**src/rtl/hb3_pkg.sv**
```systemverilog
// Shared types and default tuning for the Pmod HB3 speed regulator.
// The gain and timing defaults are reused by the regulator top and the PI core.
package hb3_pkg;

  typedef enum logic [2:0] {
    ST_IDLE  = 3'd0,
    ST_RUN   = 3'd1,
    ST_BRAKE = 3'd2,
    ST_DEAD  = 3'd3,
    ST_FAULT = 3'd4
  } hb3_state_t;

  localparam int CTRL_DIR_BIT = 0;

  localparam int DEF_DUTY_W        = 8;
  localparam int DEF_KP_SHIFT      = 2;
  localparam int DEF_KI_SHIFT      = 4;
  localparam int DEF_INT_LIM       = 4096;
  localparam int DEF_RAMP_STEP     = 4;
  localparam int DEF_RAMP_DIV      = 1000;
  localparam int DEF_DEAD_CYCLES   = 5000;
  localparam int DEF_STALL_DUTY    = 128;
  localparam int DEF_STALL_SAMPLES = 3;

endpackage

```
**src/rtl/hb3_pi_core.sv**
```systemverilog
// Two-stage PI pipeline: stage 1 forms the error and clamped integral,
// stage 2 combines the shifted terms and saturates to a duty word.
module hb3_pi_core
  import hb3_pkg::*;
#(
  parameter int DUTY_W   = DEF_DUTY_W,
  parameter int KP_SHIFT = DEF_KP_SHIFT,
  parameter int KI_SHIFT = DEF_KI_SHIFT,
  parameter int INT_LIM  = DEF_INT_LIM
) (
  input  logic              clk,
  input  logic              reset,
  input  logic              clear,
  input  logic              sample_valid,
  input  logic [15:0]       target_rpm,
  input  logic [31:0]       rpm_in,
  output logic              duty_valid,
  output logic [DUTY_W-1:0] duty
);

  // 20 bits holds integ + err (|err| <= 65535, |integ| <= INT_LIM) without overflow.
  localparam int ACC_W = 20;
  localparam logic signed [ACC_W-1:0] LIM_P    = ACC_W'(INT_LIM);
  localparam logic signed [ACC_W-1:0] LIM_N    = ACC_W'(-INT_LIM);
  localparam logic signed [ACC_W-1:0] DUTY_MAX = ACC_W'((1 << DUTY_W) - 1);

  logic [15:0]             rpm_sat;
  logic signed [17:0]      err;
  logic signed [17:0]      err_q;
  logic signed [ACC_W-1:0] integ;
  logic signed [ACC_W-1:0] integ_sum;
  logic signed [ACC_W-1:0] integ_next;
  logic signed [ACC_W-1:0] err_ext;
  logic signed [ACC_W-1:0] u;
  logic                    s1_valid;

  assign rpm_sat   = (rpm_in > 32'd65535) ? 16'hFFFF : rpm_in[15:0];
  assign err       = $signed({2'b00, target_rpm}) - $signed({2'b00, rpm_sat});
  assign integ_sum = integ + {{(ACC_W-18){err[17]}}, err};

  always_comb begin
    integ_next = integ_sum;
    if (integ_sum > LIM_P) begin
      integ_next = LIM_P;
    end else if (integ_sum < LIM_N) begin
      integ_next = LIM_N;
    end
  end

  always_ff @(posedge clk or posedge reset) begin
    if (reset) begin
      err_q    <= '0;
      integ    <= '0;
      s1_valid <= 1'b0;
    end else if (clear) begin
      err_q    <= '0;
      integ    <= '0;
      s1_valid <= 1'b0;
    end else begin
      s1_valid <= sample_valid;
      if (sample_valid) begin
        err_q <= err;
        integ <= integ_next;
      end
    end
  end

  assign err_ext    = {{(ACC_W-18){err_q[17]}}, err_q};
  assign u          = (err_ext >>> KP_SHIFT) + (integ >>> KI_SHIFT);
  assign duty_valid = s1_valid;

  always_comb begin
    duty = u[DUTY_W-1:0];
    if (u[ACC_W-1]) begin
      duty = '0;
    end else if (u > DUTY_MAX) begin
      duty = DUTY_MAX[DUTY_W-1:0];
    end
  end

endmodule

```
**src/rtl/hb3_speed_regulator.sv**
```systemverilog
// Closed-loop HB3 speed regulator: run/brake/dead-time/fault sequencing
// around the PI core, with stall detection on the tachometer samples.
module hb3_speed_regulator
  import hb3_pkg::*;
#(
  parameter int DUTY_W        = DEF_DUTY_W,
  parameter int KP_SHIFT      = DEF_KP_SHIFT,
  parameter int KI_SHIFT      = DEF_KI_SHIFT,
  parameter int INT_LIM       = DEF_INT_LIM,
  parameter int RAMP_STEP     = DEF_RAMP_STEP,
  parameter int RAMP_DIV      = DEF_RAMP_DIV,
  parameter int DEAD_CYCLES   = DEF_DEAD_CYCLES,
  parameter int STALL_DUTY    = DEF_STALL_DUTY,
  parameter int STALL_SAMPLES = DEF_STALL_SAMPLES
) (
  input  logic              clk,
  input  logic              reset,
  input  logic              enable,
  input  logic [15:0]       target_rpm,
  input  logic              target_dir,
  input  logic [31:0]       rpm_in,
  input  logic              rpm_valid,
  output logic [DUTY_W-1:0] duty_out,
  output logic [7:0]        control_out,
  output logic [2:0]        state_out,
  output logic              fault
);

  localparam int RAMP_W  = $clog2(RAMP_DIV + 1);
  localparam int DEAD_W  = $clog2(DEAD_CYCLES + 1);
  localparam int STALL_W = $clog2(STALL_SAMPLES + 1);
  localparam logic [RAMP_W-1:0]  RAMP_LAST = RAMP_W'(RAMP_DIV - 1);
  localparam logic [DEAD_W-1:0]  DEAD_LAST = DEAD_W'(DEAD_CYCLES - 1);
  localparam logic [STALL_W-1:0] STALL_HIT = STALL_W'(STALL_SAMPLES);
  localparam logic [DUTY_W-1:0]  STEP_D    = DUTY_W'(RAMP_STEP);
  localparam logic [DUTY_W-1:0]  STALL_D   = DUTY_W'(STALL_DUTY);

  hb3_state_t          state;
  hb3_state_t          state_next;
  logic                dir;
  logic                brake_rev;
  logic [RAMP_W-1:0]   ramp_cnt;
  logic [DEAD_W-1:0]   dead_cnt;
  logic [STALL_W-1:0]  stall_cnt;
  logic [STALL_W-1:0]  stall_cnt_next;
  logic [DUTY_W-1:0]   duty_next;
  logic [DUTY_W-1:0]   duty_ramped;
  logic                ramp_tick;
  logic                dead_done;
  logic                stalled;
  logic                pi_clear;
  logic                pi_sample;
  logic                pi_valid;
  logic [DUTY_W-1:0]   pi_duty;

  assign ramp_tick   = (state == ST_BRAKE) && (ramp_cnt == RAMP_LAST);
  assign dead_done   = (state == ST_DEAD) && (dead_cnt == DEAD_LAST);
  assign stalled     = (duty_out >= STALL_D) && (rpm_in == '0);
  assign duty_ramped = (duty_out > STEP_D) ? duty_out - STEP_D : '0;

  always_comb begin
    stall_cnt_next = stall_cnt;
    if (rpm_valid) begin
      stall_cnt_next = stalled ? stall_cnt + STALL_W'(1) : '0;
    end
  end

  // Stop wins over reverse when both are requested in the same cycle.
  always_comb begin
    state_next = state;
    case (state)
      ST_IDLE: begin
        if (enable) state_next = ST_RUN;
      end
      ST_RUN: begin
        if (!enable || (target_dir != dir)) begin
          state_next = ST_BRAKE;
        end else if (rpm_valid && (stall_cnt_next == STALL_HIT)) begin
          state_next = ST_FAULT;
        end
      end
      ST_BRAKE: begin
        if ((duty_out == '0) || (ramp_tick && (duty_out <= STEP_D))) begin
          state_next = brake_rev ? ST_DEAD : ST_IDLE;
        end
      end
      ST_DEAD: begin
        if (dead_done) state_next = enable ? ST_RUN : ST_IDLE;
      end
      ST_FAULT: begin
        if (!enable) state_next = ST_IDLE;
      end
      default: state_next = ST_IDLE;
    endcase
  end

  // A PI result lands only while staying in RUN, so in-flight samples die on exit.
  always_comb begin
    duty_next = duty_out;
    case (state)
      ST_RUN: begin
        if (state_next == ST_FAULT) begin
          duty_next = '0;
        end else if ((state_next == ST_RUN) && pi_valid) begin
          duty_next = pi_duty;
        end
      end
      ST_BRAKE: begin
        if (ramp_tick) duty_next = duty_ramped;
      end
      default: duty_next = '0;
    endcase
  end

  assign pi_sample = rpm_valid && (state == ST_RUN) && (state_next == ST_RUN);
  assign pi_clear  = (state == ST_IDLE) || (state == ST_DEAD) || (state == ST_FAULT);

  always_ff @(posedge clk or posedge reset) begin
    if (reset) begin
      state     <= ST_IDLE;
      dir       <= 1'b0;
      brake_rev <= 1'b0;
      ramp_cnt  <= '0;
      dead_cnt  <= '0;
      stall_cnt <= '0;
      duty_out  <= '0;
    end else begin
      state    <= state_next;
      duty_out <= duty_next;
      if (((state == ST_IDLE) && enable) || dead_done) begin
        dir <= target_dir;
      end
      if ((state == ST_RUN) && (state_next == ST_BRAKE)) begin
        brake_rev <= enable;
      end
      ramp_cnt  <= ((state == ST_BRAKE) && !ramp_tick) ? ramp_cnt + RAMP_W'(1) : '0;
      dead_cnt  <= ((state == ST_DEAD) && !dead_done) ? dead_cnt + DEAD_W'(1) : '0;
      stall_cnt <= ((state == ST_RUN) && (state_next == ST_RUN)) ? stall_cnt_next : '0;
    end
  end

  hb3_pi_core #(
    .DUTY_W  (DUTY_W),
    .KP_SHIFT(KP_SHIFT),
    .KI_SHIFT(KI_SHIFT),
    .INT_LIM (INT_LIM)
  ) u_pi (
    .clk         (clk),
    .reset       (reset),
    .clear       (pi_clear),
    .sample_valid(pi_sample),
    .target_rpm  (target_rpm),
    .rpm_in      (rpm_in),
    .duty_valid  (pi_valid),
    .duty        (pi_duty)
  );

  always_comb begin
    control_out               = '0;
    control_out[CTRL_DIR_BIT] = dir;
  end

  assign state_out = state;
  assign fault     = (state == ST_FAULT);

endmodule

```
**config.mk**
```make
export PLATFORM = sky130hd
export DESIGN_NAME = hb3_speed_regulator
export DESIGN_NICKNAME = d
export VERILOG_FILES = /design/src/rtl/hb3_pkg.sv /design/src/rtl/hb3_pi_core.sv /design/src/rtl/hb3_speed_regulator.sv
export SDC_FILE = /design/constraint.sdc
export NUM_CORES = 1
export LEC_CHECK = 0
export BUFFER_PORTS_ARGS = -buffer_cell sky130_fd_sc_hd__buf_2
export CAP_MARGIN = 20
export CORE_MARGIN = 2
export CORE_UTILIZATION = 25
export DETAILED_ROUTE_END_ITERATION = 8
export SYNTH_ARGS = -nofsm -noshare
export SYNTH_HDL_FRONTEND = slang
export SYNTH_SLANG_ARGS = --single-unit
```
**constraint.sdc**
```tcl
create_clock -name clk -period 3.3 [get_ports clk]
set_input_delay 0.33 -clock clk [delete_from_list [all_inputs] [get_ports clk]]
set_output_delay 0.33 -clock clk [all_outputs]
set_load 0.05 [all_outputs]
```
==> flow_metrics.tcl <==
set metrics [dict create \
    holdWs_ns 0.1245 \
    max_slew_margin_pct 51.00 \
    viasPerCell 4.760 \
    synth_area_um2 6243 \
    core_um2 24390 \
    grt_start_max_net_pins 43 \
    final_util_pct 35.98 \
    path_clk_slew_ns 0.06 \
    ys_ff_latch 74 \
    port_buffers 65 \
    ys_async_sr_fraction_pct 100.0 \
    yosysSeqAreaShare_pct 29.66 \
    synth_cell_types 83 \
    irDropWorstVdd_mv 0.3093 \
    status "finished with violations" \
    fin_area_um2 8775 \
    setup.worst_path.end_class "flip-flop" \
    setup_viol 20 \
    syn_area_per_cell_um2 8.744 \
    vias 5941 \
    ys_top_cells_by_area "dfrtp_1 30%, ha_1 12%, nor2_1 4.7%, a21oi_1 4.0%, xnor2_1 3.9%" \
    yosysWarnings 0 \
    cts_hold_buf 0 \
    first_iter_violations 279 \
    hold_class "in2async" \
    floorplan.initialDensity_pct 25.60 \
    numCtsBuffers 9 \
    worst_slew_pin_slew_ns 0.7339 \
    crit_fanout 12 \
    route.detailed.drc 0 \
    crit_end "u_pi.integ[0]$_DFFE_PP0P_" \
    drt.antenna.violating_nets 0 \
    synth_top_area_cell "dfrtp_1" \
    worstReg2RegEnd "duty_out[5]$_DFFE_PP0P_" \
    pin_count 73 \
    wire_per_inst_um 13.00 \
    power.leakage_uw 0.004199 \
    antenna_found_initial 0 \
    gp_congestion 0.8456 \
    root_buffer "clkbuf_16" \
    final_common_cell "buf_4" \
    die_y_um 162.0 \
    htreeDepth 3 \
    grt-ovfl-total 0 \
    synth_edf_count 0 \
    cp.required_ns 3.57 \
    cts_buffer_depth 2 \
    placed_cell_area_um2 8064 \
    r2r_cells 12 \
    cts_tree "built" \
    clock_sinks 74 \
    floorplan.die_area_um2 26250 \
    clkLatencyLatePin_ns 0.34 \
    syn_to_final_growth_pct 40.54 \
    synth_cells 714 \
    place_hpwl_mm 13.12 \
    rows 57 \
    worstReg2RegStart "u_pi.integ[4]$_DFFE_PP0P_" \
    die_w_um 162.0 \
    synth.top_cell.area_share_pct 29.66 \
    grt_pass1_wl_mm 27.08 \
    post-place-ws_ns -2.125 \
    rrSetupSlack_ns 0.19 \
    gr-usage-all-layers_pct 12.43 \
    slew_violations 0 \
    final_cell_mix "139 x buf_4, 75 x nor2_1, 74 x dfrtp_1" \
    worst_slack_ns -1.321 \
    worstSetupStartpointType "input port" \
    fin_nets 1033 \
    fmax_mhz 216.4 \
    synth_flop_cell "dfrtp_1" \
    crit_arrival_ns 4.89 \
    grtUsageMet2_pct 18.97 \
    hold_viol 0 \
    violations "setup timing" \
    cp-startpoint "rpm_in[19]" \
    grtUsageMet3_pct 1.634 \
    drv_cap 0 \
    grt_busiest_layer "met2" \
    finalCritPeriodShare_pct 140.0 \
    final.min_clock_period_ns 4.621 \
    powerDensity_nw_per_um2 258.7 \
    grtUsageMet1_pct 18.60 \
    dr.pass1.iters 4 \
    drt-total-wl_mm 16.22 \
    diodes 0 \
    rsz0062_at_grt "true" \
    finalClockSkew_ns 0.004514 \
    critPathKind "in2reg" \
    final_layout_size_suffix_gt1_share_pct 32.90 \
    first_global_vias 5716 \
]
==> critical path, stage by stage <==
cell      delay, ns
buf_6          0.10
nor4_4         0.26
nand4_1        0.14
buf_6          0.16
nor2_4         0.14
ha_4           0.21
nor2b_4        0.12
o21a_1         0.18
o21ai_2        0.15
a211oi_2       0.11
o31ai_2        0.24
o21bai_1       0.12
a31oi_1        0.19
mux2i_1        0.27
a211o_1        0.17
ha_4           0.23
nand2_4        0.10
nor2_4         0.05
a32oi_2        0.20
o311ai_4       0.17
o31ai_2        0.22
xor2_1         0.25
xnor2_2        0.21
mux2i_4        0.31
buf_12         0.14
a22o_1         0.12
==> report_power, final <==
part	leakage [uW]	total, uW	switching, uW	internal (uW)
logic	0.00303	305	157	148
clock network	0.000159	1060	373	683
registers	0.00101	910	0.925	909
total	0.00420	2270	531	1740
==> per-stage QoR <==
| stage | power, uW | cells | TNS [ns] |
|---|---|---|---|
| 2_1_floorplan | 1072 | 720 | -26.48 |
| 6_report | 2270 | 1248 | -24.63 |
| 4_1_cts | 2283 | 1244 | -25.50 |
| 5_1_grt | 2363 | 1248 | -29.62 |
| 3_5_place_dp | 1208 | 1221 | -39.28 |
| 3_3_place_gp | 1207 | 1221 | -39.19 |
==> routing by layer <==
layer	vias to the layer above	part of all wire (%)
met5	-	0
met4	0	0.80
met3	9	3.6
met2	121	43
met1	2753	52
li1	3058	-
==> layout make-up <==
cell class,count,area [um2]
timing repair buffer,211,1505
clock inverter,6,90.09
inverter,35,131.4
fill,2502,15620
clock buffer,10,239.0
tap,324,405.4
sequential,74,1852
multi-input combinational,588,4552
==> cell usage after synthesis, types with 5 or more instances <==
master    instances
nand2_1          44
dfrtp_1          74
a21o_1           18
nor3_1           14
nor2b_1           8
o211ai_1          5
o21ai_1           8
a31oi_1          11
o21ai_0          23
o21a_1           11
o31ai_1           9
xnor2_1          28
xor2_1           21
and3_1            8
buf_4             8
a21oi_1          50
a211oi_1          7
ha_1             58
nor2_1           79
nand3_1          18
a22o_1           26
nor4_1           13
clkbuf_1         11
and2_1            8
nand4_1           6
nand2b_1         13
or3_1             8
inv_1            34
==> kinds of logic (layout without fill, tap and decap cells) <==
family	after synthesis	after routing	share of synthesized area (%)
AOI/OAI and AO/OA	216	216	24.99
xor gates and xnor gates	49	49	6.874
adders and majority gates	61	61	12.59
buffers and inverters	58	262	4.148
DFF	74	74	29.66
muxes	7	7	1.242
other	1	7	0.06006
and+or+nand+nor	248	248	20.44
==> flip-flops by register name, summed over array words and instances (netlist names) <==
| name | cells |
|---|---|
| state_out | 3 |
| brake_rev | 1 |
| dir | 1 |
| u_pi.integ | 20 |
| stall_cnt | 2 |
| u_pi.err_q | 15 |
| ramp_cnt | 10 |
| u_pi.duty_valid | 1 |
| duty_out | 8 |
| dead_cnt | 13 |
==> timing repair <==
action | in CTS | in global routing
buffers inserted | 7 | 5
endpoints found under the setup margin | 20 | 25
pin swaps | 5 | 10
cloned | 0 | 0
resized for setup | 16 | 36
==> how the worst min path moves through the flow <==
stage,from,end,cells past startpoint
2_1_floorplan,ramp_cnt[0]$_DFF_PP0_,ramp_cnt[0]$_DFF_PP0_,1
3_3_place_gp,ramp_cnt[0]$_DFF_PP0_,ramp_cnt[0]$_DFF_PP0_,1
3_5_place_dp,ramp_cnt[0]$_DFF_PP0_,ramp_cnt[0]$_DFF_PP0_,1
4_1_cts,reset,dead_cnt[7]$_DFF_PP0_,2
5_1_grt,reset,dead_cnt[7]$_DFF_PP0_,2
6_report,reset,dead_cnt[7]$_DFF_PP0_,2
(Power assumes the default switching activity.)
